==> src/rtl/sr_drv_pkg.sv <==
// rtl/sr_drv_pkg.sv - shared encodings and sizing helpers for the SR latch driver
package sr_drv_pkg;

  typedef enum logic [1:0] {
    ST_IDLE   = 2'd0,
    ST_PULSE  = 2'd1,
    ST_GUARD  = 2'd2,
    ST_SETTLE = 2'd3
  } sr_state_e;

  typedef enum logic {
    TGT_CLR = 1'b0,
    TGT_SET = 1'b1
  } sr_tgt_e;

  localparam int PULSE_CYC_DEF  = 2;
  localparam int GUARD_CYC_DEF  = 1;
  localparam int SETTLE_CYC_DEF = 2;

  // Width of the shared phase counter: enough for the longest phase, plus one bit.
  function automatic int cnt_width(input int a, input int b, input int c);
    int m;
    m = a;
    if (b > m) m = b;
    if (c > m) m = c;
    return $clog2(m) + 1;
  endfunction

endpackage

==> src/rtl/sr_fb_sync.sv <==
// rtl/sr_fb_sync.sv - two-flop synchronizer for one latch feedback bit
module sr_fb_sync (
  input  logic clk,
  input  logic rst_n,
  input  logic i_d,
  output logic o_q
);

  logic r_meta;
  logic r_sync;

  always_ff @(posedge clk or negedge rst_n) begin
    if (!rst_n) begin
      r_meta <= 1'b0;
      r_sync <= 1'b0;
    end else begin
      r_meta <= i_d;
      r_sync <= r_meta;
    end
  end

  assign o_q = r_sync;

endmodule

==> src/rtl/sr_latch_driver.sv <==
// rtl/sr_latch_driver.sv - drives non-overlapping s/r pulses into an SR latch and verifies readback
module sr_latch_driver
  import sr_drv_pkg::*;
#(
  parameter int PULSE_CYC  = PULSE_CYC_DEF,
  parameter int GUARD_CYC  = GUARD_CYC_DEF,
  parameter int SETTLE_CYC = SETTLE_CYC_DEF
) (
  input  logic clk,
  input  logic rst_n,
  input  logic set_req,
  input  logic clr_req,
  output logic cmd_ready,
  output logic s,
  output logic r,
  input  logic q_fb,
  input  logic q_bar_fb,
  output logic done,
  output logic fault,
  output logic illegal,
  output logic state_q
);

  localparam int CW = cnt_width(PULSE_CYC, GUARD_CYC, SETTLE_CYC);

  localparam logic [CW-1:0] PULSE_LD  = CW'(PULSE_CYC - 1);
  localparam logic [CW-1:0] GUARD_LD  = CW'(GUARD_CYC - 1);
  localparam logic [CW-1:0] SETTLE_LD = CW'(SETTLE_CYC - 1);

  sr_state_e       r_state;
  sr_tgt_e         r_tgt;
  logic [CW-1:0]   r_cnt;
  logic            r_s;
  logic            r_r;
  logic            r_done;
  logic            r_fault;
  logic            r_illegal;
  logic            r_state_q;

  sr_state_e       w_state_nxt;
  sr_tgt_e         w_tgt_nxt;
  logic [CW-1:0]   w_cnt_nxt;
  logic            w_s_nxt;
  logic            w_r_nxt;
  logic            w_done_nxt;
  logic            w_fault_nxt;
  logic            w_illegal_nxt;
  logic            w_state_q_nxt;

  logic            w_q_sync;
  logic            w_qb_sync;
  logic            w_cnt_zero;
  logic            w_tgt_bit;
  logic            w_pass;

  sr_fb_sync u_sync_q (
    .clk   (clk),
    .rst_n (rst_n),
    .i_d   (q_fb),
    .o_q   (w_q_sync)
  );

  sr_fb_sync u_sync_qb (
    .clk   (clk),
    .rst_n (rst_n),
    .i_d   (q_bar_fb),
    .o_q   (w_qb_sync)
  );

  assign w_cnt_zero = (r_cnt == '0);
  assign w_tgt_bit  = (r_tgt == TGT_SET);
  // Equal q/q_bar can never match target/~target, so it falls out as a fault.
  assign w_pass     = (w_q_sync == w_tgt_bit) && (w_qb_sync == ~w_tgt_bit);

  always_ff @(posedge clk or negedge rst_n) begin
    if (!rst_n) begin
      r_state <= ST_IDLE;
      r_tgt   <= TGT_CLR;
      r_cnt   <= '0;
    end else begin
      r_state <= w_state_nxt;
      r_tgt   <= w_tgt_nxt;
      r_cnt   <= w_cnt_nxt;
    end
  end

  always_comb begin
    w_state_nxt   = r_state;
    w_tgt_nxt     = r_tgt;
    w_cnt_nxt     = r_cnt;
    w_s_nxt       = 1'b0;
    w_r_nxt       = 1'b0;
    w_done_nxt    = 1'b0;
    w_fault_nxt   = 1'b0;
    w_illegal_nxt = 1'b0;
    w_state_q_nxt = r_state_q;

    unique case (r_state)
      ST_IDLE: begin
        if (set_req ^ clr_req) begin
          w_tgt_nxt   = set_req ? TGT_SET : TGT_CLR;
          w_state_nxt = ST_PULSE;
          w_cnt_nxt   = PULSE_LD;
          w_s_nxt     = set_req;
          w_r_nxt     = clr_req;
        end else if (set_req && clr_req) begin
          w_illegal_nxt = 1'b1;
        end
      end

      ST_PULSE: begin
        if (w_cnt_zero) begin
          w_state_nxt = ST_GUARD;
          w_cnt_nxt   = GUARD_LD;
        end else begin
          w_cnt_nxt = r_cnt - CW'(1);
          w_s_nxt   = w_tgt_bit;
          w_r_nxt   = ~w_tgt_bit;
        end
      end

      ST_GUARD: begin
        if (w_cnt_zero) begin
          w_state_nxt = ST_SETTLE;
          w_cnt_nxt   = SETTLE_LD;
        end else begin
          w_cnt_nxt = r_cnt - CW'(1);
        end
      end

      ST_SETTLE: begin
        if (w_cnt_zero) begin
          w_state_nxt = ST_IDLE;
          w_done_nxt  = 1'b1;
          w_fault_nxt = ~w_pass;
          if (w_pass) begin
            w_state_q_nxt = w_tgt_bit;
          end
        end else begin
          w_cnt_nxt = r_cnt - CW'(1);
        end
      end

      default: begin
        w_state_nxt = ST_IDLE;
      end
    endcase
  end

  // s/r are registered so the latch never sees combinational glitches.
  always_ff @(posedge clk or negedge rst_n) begin
    if (!rst_n) begin
      r_s       <= 1'b0;
      r_r       <= 1'b0;
      r_done    <= 1'b0;
      r_fault   <= 1'b0;
      r_illegal <= 1'b0;
      r_state_q <= 1'b0;
    end else begin
      r_s       <= w_s_nxt;
      r_r       <= w_r_nxt;
      r_done    <= w_done_nxt;
      r_fault   <= w_fault_nxt;
      r_illegal <= w_illegal_nxt;
      r_state_q <= w_state_q_nxt;
    end
  end

  assign cmd_ready = (r_state == ST_IDLE);
  assign s         = r_s;
  assign r         = r_r;
  assign done      = r_done;
  assign fault     = r_fault;
  assign illegal   = r_illegal;
  assign state_q   = r_state_q;

endmodule

==> config.mk <==
export PLATFORM = sky130hd
export DESIGN_NAME = sr_latch_driver
export DESIGN_NICKNAME = d
export VERILOG_FILES = /design/src/rtl/sr_drv_pkg.sv /design/src/rtl/sr_fb_sync.sv /design/src/rtl/sr_latch_driver.sv
export SDC_FILE = /design/constraint.sdc
export NUM_CORES = 1
export LEC_CHECK = 0
export BUFFER_PORTS_ARGS = -buffer_cell sky130_fd_sc_hd__buf_2
export CORE_MARGIN = 3
export CORE_UTILIZATION = 35
export DETAILED_ROUTE_END_ITERATION = 6
export PLACE_DENSITY = 0.51
export REMOVE_ABC_BUFFERS = 1
export SKIP_CTS_REPAIR_TIMING = 1
export SLEW_MARGIN = 20
export SYNTH_ARGS = -nofsm -noshare
export SYNTH_HDL_FRONTEND = slang
export SYNTH_HIERARCHICAL = 1
export SYNTH_SLANG_ARGS = --single-unit
==> constraint.sdc <==
create_clock -name clk -period 2.25 [get_ports clk]
set_input_delay 0.1125 -clock clk [delete_from_list [all_inputs] [get_ports clk]]
set_output_delay 0.1125 -clock clk [all_outputs]
set_load 0.01 [all_outputs]
# Yosys cells after proc, flatten, opt, wreduce, memory -nomap -nowiden
# Index checks and enable logic that the tools add are counted.
[word_totals]
reg_bits = 15
input_bits = 6
out_inout_bits = 7
elab_cells = 58
[classes]
addsub = 1
eq_ne = 10
n_mux = 23
n_bitwise = 3
n_reduce_logical = 8
[op_table]
columns = ["cell", "count"]
rows = [
  ["one-hot mux 2 bit (4 select lines)", 2],
  ["2-to-1 mux 2 bit", 7],
  ["2-to-1 mux 1 bit", 12],
  ["!= test 2 bit (second input constant)", 4],
  ["equality test 2 bit (second input constant)", 2],
  ["zero test 2 bit", 2],
  ["one-hot mux 1 bit (2 select lines)", 2],
  ["AND reduction 2 bit", 2],
  ["AND reduction 4 bit", 1],
  ["AND reduction 3 bit", 1],
  ["equality test 1 bit", 2],
  ["equality test 2 x 1 -> 1 bit (second input constant)", 1],
  ["logical AND 1 bit", 2],
  ["!= test 2 x 1 -> 1 bit (second input constant)", 1],
  ["NOT 1 bit", 2],
  ["subtractor 2 x 1 -> 2 bit (second input constant)", 1],
  ["bitwise XOR 1 bit", 1],
]

# Logic depth before layout (Yosys ltp)
[logic_depth]
ltp_word = 6
mapped_depth = 6
mapped_depth_nobuf = 5

# Hierarchy
# The synthesis kept the hierarchy.
[by_module_without_submodules]
columns = ["module", "instances", "cells_each", "area_per_inst_um2"]
rows = [
  ["sr_latch_driver", 1, 68, 699.4],
  ["sr_fb_sync", 2, 2, 50.0],
]

# Least setup slack after synthesis
# No wires, ideal clock.
[synth_path]
path_kind = "register -> register"
from = "register r_state[0]"
to = "register r_state[1]"
t_arrival_ns = 1.372
required_ns = 2.125
setup_slack_ns = 0.753
stages_incl_launch_ff = 7
path_buffers = 1
path_cell_list = "dfrtp_1 -> inv_1 -> ha_1 -> buf_2 -> nand2_1 -> o221ai_2 -> mux2_4"
[synth_via]
elab_chain_cells = 3
elab_cells_between_ends = 10
[synth_lines]
columns = ["item", "line_no", "rtl"]
rows = [
  ["from (decl)", "sr_latch_driver.sv:30", "sr_state_e r_state;"],
  ["from (signal assigned)", "sr_latch_driver.sv:81", "r_state <= w_state_nxt;"],
  ["zero test 2 bit *", "-", ""],
  ["named net cmd_ready", "sr_latch_driver.sv:13", "output logic cmd_ready,"],
  ["!= test 2 x 1 -> 1 bit (no source line)", "-", ""],
  ["AND reduction 4 bit (no source line)", "-", ""],
]
# The timed path passes the listed nets; every way through them passes the cells marked *.
# A chain may end at the register's enable or synchronous reset.

# Worst setup path in the final report
[layout_path]
from = "register r_state[0]"
to = "register r_state[1]"
[layout_via]
elab_chain_cells = 3
elab_cells_between_ends = 10
[layout_lines]
columns = ["item", "line_no", "rtl"]
rows = [
  ["equality test 2 x 1 -> 1 bit, or another cell as far along", "sr_latch_driver.sv:98", "unique case (r_state)"],
  ["!= test 2 bit (no source line) / != test 2 x 1 -> 1 bit (equally long branches)", "-", ""],
  ["AND reduction 4 bit (no source line)", "-", ""],
]
# Several ways; a longest one is shown, not always the timed one.

==> results.json <==
{
  "status": "complete, no violations",
  "routed_wl_um": 1490,
  "pwr-share-seq_pct": 36.5,
  "die_h_um": 53.8,
  "p_leak_nw": 0.485,
  "clk_path_buf_depth": 2,
  "grt_use_met1_pct": 17.5,
  "track_usage_pct": 12.7,
  "synth_top_family_by_area": "adder cells",
  "setup_violations": 0,
  "ys_types": 25,
  "ys_seq_elements": 15,
  "grt.busiest_layer": "met1",
  "async_reset_ff_share_pct": 100,
  "dpl_cell_area_um2": 888,
  "grt_pass1_wl_um": 2550,
  "whs_path_depth": 3,
  "switching_share_pct": 40.4,
  "worstRegToRegCells": 5,
  "cts_tree": "yes",
  "share_comb_of_total_power_pct": 49.4,
  "finalNetCount": 110,
  "rr_endpoint": "r_state[1]$_DFFE_PN0P_",
  "cts.sinks": 15,
  "finalSetupTns_ps": 0,
  "synth_top_area_share_pct": 46.9,
  "relSlewSlack_pct": 75.9,
  "grt_pass1_vias": 532,
  "synthXorXnorAreaFrac_pct": 0,
  "numPortBuffers": 12,
  "power_density_mw_per_mm2": 1190,
  "final_util_pct": 45.8,
  "synthMuxAreaShare_pct": 3.13,
  "crit_path_max_fanout": 10,
  "core-area_mm2": 0.00206,
  "drc": 0,
  "row_count": 16,
  "synth_ff_type": "dfrtp_1",
  "syn_area_um2": 800,
  "grt_overflow": 0,
  "synth_top_cell_by_area": "dfrtp_1",
  "grtUsageMet3_pct": 3.32,
  "cp_data_arrival_time_ps": 1770,
  "fp.dieW_um": 53.8,
  "r2r_start": "r_state[0]$_DFFE_PN0P_",
  "initial_core_util_pct": 38.8,
  "met2_usage_pct": 17.5,
  "gp_congestion": 0.713,
  "p_clk_share_pct": 14.1,
  "start_kind": "flip-flop",
  "finalHoldViolCount": 0,
  "synth-edff-count": 0,
  "worst_pin_slew_ps": 361,
  "max_cap_viol_count": 0,
  "final_area_um2": 945,
  "clk_latency_ps": 280,
  "clockRootBuffer": "clkbuf_4",
  "drive_gt1_share_pct": 22.2,
  "rsz0062_at_grt": "false",
  "die_area_mm2": 0.00289,
  "synth_adder_area_share_pct": 20.3,
  "syn_avg_cell_area_um2": 11.1,
  "cts-buffers-inserted": 3,
  "p_total_w": 0.00112,
  "drt_iter0_markers": 6,
  "detail-route-antenna-nets": 0,
  "reg2reg_slack_ps": 660,
  "hp-class": "in2reg",
  "crit_required_ps": 2430,
  "area_growth_pct": 18.2,
  "period_needed_ps": 1590,
  "path_class": "reg2reg",
  "clock.fmax_mhz": 630,
  "synthTopCellsByArea": "dfrtp_1, ha_1, inv_1",
  "h-tree-depth": 1,
  "routed_via_density": 4.73,
  "cts.clk_slew.worst_paths_ps": 90,
  "critPathLaunch": "r_state[0]$_DFFE_PN0P_",
  "num_antenna_cells": 0,
  "synthSimpleGateAreaFrac_pct": 10.2,
  "dpl.hpwl_um": 1100,
  "critPathCaptureType": "flip-flop",
  "synth_compound_area_share_pct": 14.6,
  "routedWlPerCell_um": 12.8,
  "min-delay-start": "set_req",
  "internal_power_w": 0.000670,
  "firstDrtPassIters": 4,
  "maxSlewViolCount": 0,
  "min_period_over_period_pct": 70.6,
  "seq_area_frac_synth_pct": 46.9,
  "finClkSkew_ps": 3.79,
  "whs_endpoint": "r_tgt$_DFFE_PN0P_",
  "detailroute.via_count": 553,
  "vdd_drop_max_mv": 0.518,
  "synth_warnings": 6,
  "p_switching_w": 0.000455,
  "antenna_found_initial": 0,
  "syn_inst": 72,
  "grt_max_degree": 16,
  "ioPinCount": 13
}
## layout by cell type (no fill, tap or decap), drive strengths merged
cell	count
o31ai	1
mux2	1
nand2	5
nand2b	1
a41oi	1
clkbuf	4
a21oi	3
mux2i	1
inv	9
o221ai	1
nand4b	1
o21ai	4
buf	12
a211oi	1
a22o	1
a31o	1
ha	13
nor3	1
dlygate4sd3	3
nor2	6
and2	2
a211o	1
dfrtp	15
a22oi	1
and3	1
## critical path: stages (launching register included)
cell and delay [ps]:
dfrtp_1 420, inv_1 130, ha_1 390, nand2_1 110, o221ai_2 110, mux2_4 320
## worst max path at each step
| stage | cells after the start | end |
|---|---|---|
| floorplan | 5 | r_state[1]$_DFFE_PN0P_ |
| global placement | 5 | r_state[1]$_DFFE_PN0P_ |
| detailed placement | 5 | r_state[1]$_DFFE_PN0P_ |
| CTS | 5 | r_state[1]$_DFFE_PN0P_ |
| global route | 5 | r_state[1]$_DFFE_PN0P_ |
| finish | 5 | r_state[1]$_DFFE_PN0P_ |
## cell usage after synthesis (2+ instances only)
master,count
o21ai_0,4
nand2_1,5
ha_1,13
nor2_1,6
a21oi_1,2
inv_1,9
dfrtp_1,15
## power by group through the flow
stage / sequential, W / clock [W] / combinational [W]
after floorplan: 0.000419 / 0 / 0.000404
after global placement: 0.000413 / 0 / 0.000557
after detailed placement: 0.000416 / 0 / 0.000556
after CTS: 0.000410 / 0.000166 / 0.000559
after global routing: 0.000421 / 0.000184 / 0.000628
final: 0.000410 / 0.000159 / 0.000555
## registers in the layout, indices dropped and copies added, names as in the netlist
signal	flops
done	1
fault	1
illegal	1
r	1
r_cnt	2
r_state	2
r_tgt	1
s	1
state_q	1
u_sync_q/o_q	1
u_sync_q/r_meta	1
u_sync_qb/o_q	1
u_sync_qb/r_meta	1
## final cells by class
class,instances,area [µm²]
Fill cell,202,1120
Clock buffer,4,26.3
Timing Repair Buffer,15,90.1
Inverter,9,33.8
Sequential cell,15,375
Multi-Input combinational cell,47,385
Tap cell,27,33.8
## per-stage QoR
| step | std cells | setup slack, ps | hold slack (ps) |
|---|---|---|---|
| after floorplan | 71 | 755 | -183 |
| after global placement | 110 | 733 | 35.4 |
| after detailed placement | 110 | 667 | 42.4 |
| after CTS | 114 | 661 | -274 |
| after global routing | 117 | 548 | 112 |
| final | 117 | 661 | 106 |
## per-layer routing
metal  up-vias  wire length [µm]
li1        276                 -
met1       258               743
met2        15               641
met3         4                77
met4         0                29
met5         -                 0
## kinds of logic (layout without fill, tap and decap cells)
group,count (synthesis),after routing
adder cells (fa/ha/maj),13,13
AO/OA/AOI/OAI,15,15
buffers and inverters,10,28
AND/OR/NAND/NOR,17,17
flip-flops,15,15
multiplexers,2,2
Note: power is estimated with default switching activity, not from simulation.
